**src/rtl/icache_fsm_nway.sv**
```systemverilog
// rtl/icache_fsm_nway.sv - main control FSM of the N-way L1 instruction cache
//
// Purpose:
//   Sequences lookups, burst line refills, sticky flushes and index-invalidate
//   operations. It sits between the fetch pipeline, the request buffer, the
//   TagV/Data arrays, the LRU and the memory read interface.
//
// Ports:
//   clk, rst                 clock, asynchronous active-high reset
//   pipeline_icache_valid    fetch/op request valid
//   icache_pipeline_ready    cache accepts a request this cycle
//   pipeline_icache_opflag   request is an index-invalidate op
//   pipeline_icache_ctrl     [0] stall, [1] flush
//   icache_mem_req/size/len  memory burst read request (word beats)
//   mem_icache_addrOK        memory accepted the request
//   mem_icache_dataOK        one refill beat valid
//   FSM_rbuf_we              capture request into the request buffer
//   FSM_rbuf_addr            buffered address
//   FSM_hit                  per-way hit from the tag compare
//   FSM_lru_way              victim way chosen by the LRU
//   FSM_use                  one-hot LRU touch
//   FSM_Data_we              one-hot data array write enable
//   FSM_TagV_we/TagV_valid   TagV write enables and written V bit
//   FSM_refill_word          word index of the current refill beat
//   FSM_choose_way           output mux way select
//   FSM_send_nop             drive a NOP to the pipeline
//   FSM_choose_word          word select from the buffered address

module icache_fsm_nway #(
  parameter int WAY          = 2,
  parameter int WAY_W        = 1,
  parameter int OFFSET_WIDTH = 2
) (
  input  logic                    clk,
  input  logic                    rst,
  input  logic                    pipeline_icache_valid,
  output logic                    icache_pipeline_ready,
  input  logic                    pipeline_icache_opflag,
  input  logic [1:0]              pipeline_icache_ctrl,
  output logic                    icache_mem_req,
  output logic [1:0]              icache_mem_size,
  output logic [7:0]              icache_mem_len,
  input  logic                    mem_icache_addrOK,
  input  logic                    mem_icache_dataOK,
  output logic                    FSM_rbuf_we,
  input  logic [31:0]             FSM_rbuf_addr,
  input  logic [WAY-1:0]          FSM_hit,
  input  logic [WAY_W-1:0]        FSM_lru_way,
  output logic [WAY-1:0]          FSM_use,
  output logic [WAY-1:0]          FSM_Data_we,
  output logic [WAY-1:0]          FSM_TagV_we,
  output logic                    FSM_TagV_valid,
  output logic [OFFSET_WIDTH-1:0] FSM_refill_word,
  output logic [WAY_W-1:0]        FSM_choose_way,
  output logic                    FSM_send_nop,
  output logic [OFFSET_WIDTH-1:0] FSM_choose_word
);

  typedef enum logic [2:0] {
    S_IDLE,
    S_LOOKUP,
    S_MISS_REQ,
    S_REFILL,
    S_RELOOK,
    S_FLUSH,
    S_OP_INV
  } state_e;

  localparam logic [7:0]              MEM_LEN   = 8'((1 << OFFSET_WIDTH) - 1);
  localparam logic [OFFSET_WIDTH-1:0] LAST_BEAT = '1;
  localparam logic [WAY-1:0]          WAY_ONE   = WAY'(1);

  state_e                  state_q, state_d;
  logic [OFFSET_WIDTH-1:0] cnt_q, cnt_d;
  logic [WAY_W-1:0]        vict_q, vict_d;
  logic                    flush_pend_q, flush_pend_d;

  logic                    hit_any;
  logic [WAY_W-1:0]        hit_way;
  logic [WAY-1:0]          hit_oh;
  logic [WAY-1:0]          vict_oh;
  logic                    req_stall;
  logic                    req_flush;

  logic                    unused_addr_bits;
  assign unused_addr_bits = ^{FSM_rbuf_addr[31:2+OFFSET_WIDTH], FSM_rbuf_addr[1:0]};

  assign req_stall = pipeline_icache_ctrl[0];
  assign req_flush = pipeline_icache_ctrl[1];

  // Lowest-numbered hitting way wins; scanning downwards leaves the lowest.
  always_comb begin
    hit_way = '0;
    for (int i = WAY - 1; i >= 0; i--) begin
      if (FSM_hit[i]) begin
        hit_way = i[WAY_W-1:0];
      end
    end
  end

  assign hit_any = |FSM_hit;
  assign hit_oh  = WAY_ONE << hit_way;
  assign vict_oh = WAY_ONE << vict_q;

  assign FSM_choose_word = FSM_rbuf_addr[2+OFFSET_WIDTH-1:2];
  assign icache_mem_size = 2'd2;
  assign icache_mem_len  = MEM_LEN;

  always_ff @(posedge clk or posedge rst) begin
    if (rst) begin
      state_q      <= S_IDLE;
      cnt_q        <= '0;
      vict_q       <= '0;
      flush_pend_q <= 1'b0;
    end else begin
      state_q      <= state_d;
      cnt_q        <= cnt_d;
      vict_q       <= vict_d;
      flush_pend_q <= flush_pend_d;
    end
  end

  always_comb begin
    state_d               = state_q;
    cnt_d                 = cnt_q;
    vict_d                = vict_q;
    flush_pend_d          = flush_pend_q;
    icache_pipeline_ready = 1'b0;
    icache_mem_req        = 1'b0;
    FSM_rbuf_we           = 1'b0;
    FSM_use               = '0;
    FSM_Data_we           = '0;
    FSM_TagV_we           = '0;
    FSM_TagV_valid        = 1'b0;
    FSM_refill_word       = '0;
    FSM_choose_way        = '0;
    FSM_send_nop          = 1'b0;

    unique case (state_q)
      S_IDLE: begin
        icache_pipeline_ready = 1'b1;
        if (pipeline_icache_valid) begin
          FSM_rbuf_we = 1'b1;
          state_d     = pipeline_icache_opflag ? S_OP_INV : S_LOOKUP;
        end
      end

      S_LOOKUP: begin
        if (hit_any) begin
          FSM_choose_way = hit_way;
          FSM_use        = hit_oh;
          if (req_flush) begin
            // The hit data is squashed; FLUSH then reopens the pipeline.
            FSM_send_nop = 1'b1;
            state_d      = S_FLUSH;
          end else if (req_stall) begin
            // Pipeline cannot take the word; hold the lookup as-is.
            state_d = S_LOOKUP;
          end else begin
            icache_pipeline_ready = 1'b1;
            if (pipeline_icache_valid) begin
              FSM_rbuf_we = 1'b1;
              state_d     = pipeline_icache_opflag ? S_OP_INV : S_LOOKUP;
            end else begin
              state_d = S_IDLE;
            end
          end
        end else begin
          vict_d       = FSM_lru_way;
          flush_pend_d = req_flush;
          state_d      = S_MISS_REQ;
        end
      end

      S_MISS_REQ: begin
        icache_mem_req = 1'b1;
        if (req_flush) begin
          flush_pend_d = 1'b1;
        end
        if (mem_icache_addrOK) begin
          cnt_d   = '0;
          state_d = S_REFILL;
        end
      end

      S_REFILL: begin
        // A flush cannot abort the burst; remember it for after RELOOK.
        if (req_flush) begin
          flush_pend_d = 1'b1;
        end
        if (mem_icache_dataOK) begin
          FSM_Data_we     = vict_oh;
          FSM_refill_word = cnt_q;
          cnt_d           = cnt_q + 1'b1;
          if (cnt_q == LAST_BEAT) begin
            FSM_TagV_we    = vict_oh;
            FSM_TagV_valid = 1'b1;
            FSM_use        = vict_oh;
            state_d        = S_RELOOK;
          end
        end
      end

      S_RELOOK: begin
        // Bubble so the arrays can be re-read with the freshly written line.
        if (flush_pend_q) begin
          flush_pend_d = 1'b0;
          state_d      = S_FLUSH;
        end else begin
          state_d = S_LOOKUP;
        end
      end

      S_FLUSH: begin
        icache_pipeline_ready = 1'b1;
        FSM_send_nop          = 1'b1;
        if (pipeline_icache_valid) begin
          FSM_rbuf_we = 1'b1;
          state_d     = pipeline_icache_opflag ? S_OP_INV : S_LOOKUP;
        end else begin
          state_d = S_IDLE;
        end
      end

      S_OP_INV: begin
        // Invalidate every way at the buffered index in one cycle.
        FSM_TagV_we    = '1;
        FSM_TagV_valid = 1'b0;
        state_d        = S_IDLE;
      end

      default: begin
        state_d = S_IDLE;
      end
    endcase
  end

endmodule

```
**config.mk**
```make
export PLATFORM = sky130hd
export DESIGN_NAME = icache_fsm_nway
export DESIGN_NICKNAME = d
export VERILOG_FILES = /design/src/rtl/icache_fsm_nway.sv
export SDC_FILE = /design/constraint.sdc
export NUM_CORES = 1
export LEC_CHECK = 0
export CAP_MARGIN = 20
export CORE_UTILIZATION = 32
export CTS_BUF_LIST = sky130_fd_sc_hd__clkbuf_4 sky130_fd_sc_hd__clkbuf_8
export DETAILED_ROUTE_END_ITERATION = 12
export PLACE_DENSITY = 0.83
export SETUP_SLACK_MARGIN = 0.2
export SLEW_MARGIN = 15
export SYNTH_ARGS = -nofsm -noshare
export SYNTH_HDL_FRONTEND = slang
export SYNTH_SLANG_ARGS = --single-unit
export TNS_END_PERCENT = 100
```
**constraint.sdc**
```tcl
create_clock -name clk -period 2 [get_ports clk]
set_clock_uncertainty 0.1 [all_clocks]
set_input_delay 0.3 -clock clk [delete_from_list [all_inputs] [get_ports clk]]
set_output_delay 0.3 -clock clk [all_outputs]
set_load 0.02 [all_outputs]
```
==> results.sh <==
export IMPL_max_vdd_ir_drop_mv=0.530
export IMPL_timing_fmax_ghz=0.474
export IMPL_clk_pin_slew_ps=60
export IMPL_p_leak_uw=0.000613
export IMPL_hold_path_class="in -> async"
export IMPL_drt_initial_drc_count=18
export IMPL_fin_ws_ps=-108
export IMPL_slowest_delay_ps=440
export IMPL_ys_ff_latch=7
export IMPL_pwr_share_comb_pct=75.2
export IMPL_arrival_ps=1710
export IMPL_vias=871
export IMPL_layout_nets=190
export IMPL_synth_compound_area_share_pct=25.2
export IMPL_place_area_um2=1140
export IMPL_crit_family="simple AND/OR/NAND/NOR gates"
export IMPL_htree_levels=1
export IMPL_timing_rr_start="state_q[2]$_DFFE_PP0P_"
export IMPL_crit_chain="or3b_4 > nor2_8 > nand2_4 > a2111oi_4 > buf_4"
export IMPL_final_layout_size_suffix_gt1_share_pct=43.4
export IMPL_hold_viol_final=0
export IMPL_final_cell_mix="buf_4, conb_1, clkdlybuf4s50_1"
export IMPL_die_y_um=50.8
export IMPL_wl_per_cell_um=13.2
export IMPL_final_common_cell="buf_4"
export IMPL_avgSynthCellArea_um2=7.79
export IMPL_initial_core_util_pct=34.2
export IMPL_antenna_found_initial=0
export IMPL_grtUsageTotal_pct=17.7
export IMPL_fin_hold_ws_ps=156
export IMPL_viasPerCell=5.03
export IMPL_period_needed_ps=2110
export IMPL_clk_latency_ps=270
export IMPL_synth_xor_area_share_pct=1.15
export IMPL_busiest_layer="met2"
export IMPL_synth_top_family_by_area="simple AND/OR/NAND/NOR gates"
export IMPL_grtUsageMet3_pct=2.38
export IMPL_rsz0062_at_grt="yes"
export IMPL_grt_max_degree=17
export IMPL_maxCapViolCount=0
export IMPL_start_kind="register"
export IMPL_grt_use_met2_pct=30.7
export IMPL_cp_end_kind="output pin"
export IMPL_use_met1_pct=19.9
export IMPL_tns_ps=-221
export IMPL_fin_area_um2=1240
export IMPL_pin_count=69
export IMPL_synth_mux_area_share_pct=1.48
export IMPL_p_clk_share_pct=8.5
export IMPL_grt_pass1_wl_um=3410
export IMPL_p_int_uw=883
export IMPL_cts_hold_buf=0
export IMPL_violations="negative setup slack"
export IMPL_dieArea_um2=2580
export IMPL_drc=0
export IMPL_cts_tree="done"
export IMPL_seq_power_share_pct=16.4
export IMPL_period_share_pct=105
export IMPL_synthToLayoutAreaGrowth_pct=62.6
export IMPL_antenna_cells=0
export IMPL_core_rowCount=17
export IMPL_cts_path_max_buffers=2
export IMPL_drt_pre_antenna_iters=4
export IMPL_hpwl_um=1550
export IMPL_grt_overflow=0
export IMPL_synth_cell_area_um2=763
export IMPL_drtAntennaViolNets=0
export IMPL_switching_share_pct=45.7
export IMPL_gp_congestion=0.805
export IMPL_cts_num_sinks=7
export IMPL_pre_cts_ws_ps=-414
export IMPL_coreArea_um2=2230
export IMPL_status="finished, violations left"
export IMPL_yosysWarningCount=0
export IMPL_finalSetupViolCount=4
export IMPL_drv_slew=0
export IMPL_power_density_nw_per_um2=1310
export IMPL_slowest_stage="or3b_4"
export IMPL_worstPathRequired_ps=1600
export IMPL_path_buf_inv=1
export IMPL_synth_cell_types=38
export IMPL_die_w_um=50.8
export IMPL_yosys_area_share_simple_pct=27.4
export IMPL_p_total_uw=1630
export IMPL_synthAdderAreaFrac_pct=1.64
export IMPL_cts_buffers=3
export IMPL_startpoint="state_q[1]$_DFFE_PP0P_"
export IMPL_cts_root_buf="clkbuf_4"
export IMPL_finalWirelength_um=2280
export IMPL_switchingPower_uw=743
export IMPL_crit_type="reg -> out"
export IMPL_path_max_fanout=2
export IMPL_synth_seq_area_share_pct=23.0
export IMPL_port_buffers=24
export IMPL_synthCells=98
export IMPL_grt_pass1_vias=802
==> cells by family after synthesis <==
logic type,count (synthesis)
AOI/OAI and AO/OA,26
xor gates and xnor gates,1
muxes,1
other,2
buffers and inverters,23
DFF,7
and+or+nand+nor,37
adders and majority gates,1
==> cells in the mapped netlist, drive strengths merged <==
cell type	number	share of area [%]
o31ai	2	2.0
a22o	2	2.3
clkbuf	3	1.5
mux2	1	1.5
nor2	8	6.1
a32oi	2	2.3
inv	6	3.0
a211oi	1	0.98
nor3b	1	0.98
o221ai	1	1.1
and2	5	4.1
o21ai	6	3.9
nand2	9	4.8
o31a	1	1.1
a311oi	1	1.1
dfrtp	7	23
ha	1	1.6
and3	2	1.6
buf	14	15
a41oi	1	1.1
conb	2	0.98
a2111oi	1	2.0
a21oi	2	1.3
nand3	3	2.0
nor3	3	2.0
or3b	1	1.5
a31oi	2	1.6
nor2b	3	2.8
xnor2	1	1.1
o2111ai	1	1.1
o21a	1	0.98
nand2b	2	1.6
a21o	1	0.98
a2bb2oi	1	1.1
==> worst register-to-register path, cell delays in order (launching register included) <==
cell and delay, ps:
dfrtp_1 380, buf_4 190, nor2b_4 180, and3_4 210, buf_4 120, buf_4 110, a21oi_1 50, mux2_2 270
==> flip-flops by register name, summed over array words and instances (netlist names) <==
name          flops
flush_pend_q      1
state_q           3
cnt_q             2
vict_q            1
==> layout make-up <==
type / count / area, µm²
repair buffers: 52 / 434
fillers: 201 / 992
clock inverters: 1 / 5.00
multi-input cells: 76 / 544
well taps: 28 / 35.0
clock buffers: 3 / 22.5
flip-flops and latches: 7 / 175
inverters: 6 / 25.0
==> power by group through the flow <==
stage / Clock, µW / Combinational, µW / Sequential (µW)
finish: 138 / 1220 / 266
global route: 148 / 1310 / 271
CTS: 140 / 1030 / 265
detailed placement: 0 / 1020 / 264
global placement: 0 / 996 / 257
floorplan: 0 / 675 / 248
==> metrics by stage <==
stage	std cells	util, %
after global routing	173	55.6
after detailed placement	162	51.1
after global placement	162	51.1
after floorplan	106	-
final	173	55.6
after CTS	168	52.1
==> final timing paths <==
kind,end,slack (ps),cells past startpoint
worst max-delay path,FSM_rbuf_we,-110,5
worst min-delay path,cnt_q[1]$_DFFE_PP0P_,160,2
worst max register to register,cnt_q[0]$_DFFE_PP0P_,280,7
worst min register to register,cnt_q[1]$_DFFE_PP0P_,450,1
max in group asynchronous,cnt_q[0]$_DFFE_PP0P_,1420,2
min in group clk,cnt_q[1]$_DFFE_PP0P_,450,1
==> layer usage <==
layer	wire (µm)	share of wire, %
met5	0	0
met4	63	2.8
met3	118	5.2
met2	1150	50
met1	945	42
==> repair_timing <==
| item | 4_1_cts | 5_1_grt |
|---|---|---|
| pin swaps | 1 | 3 |
| gates resized for setup | 77 | 12 |
| setup endpoints to repair | 14 | 16 |
| buffers inserted | 2 | 5 |
Power figures use the tool's default switching activity.
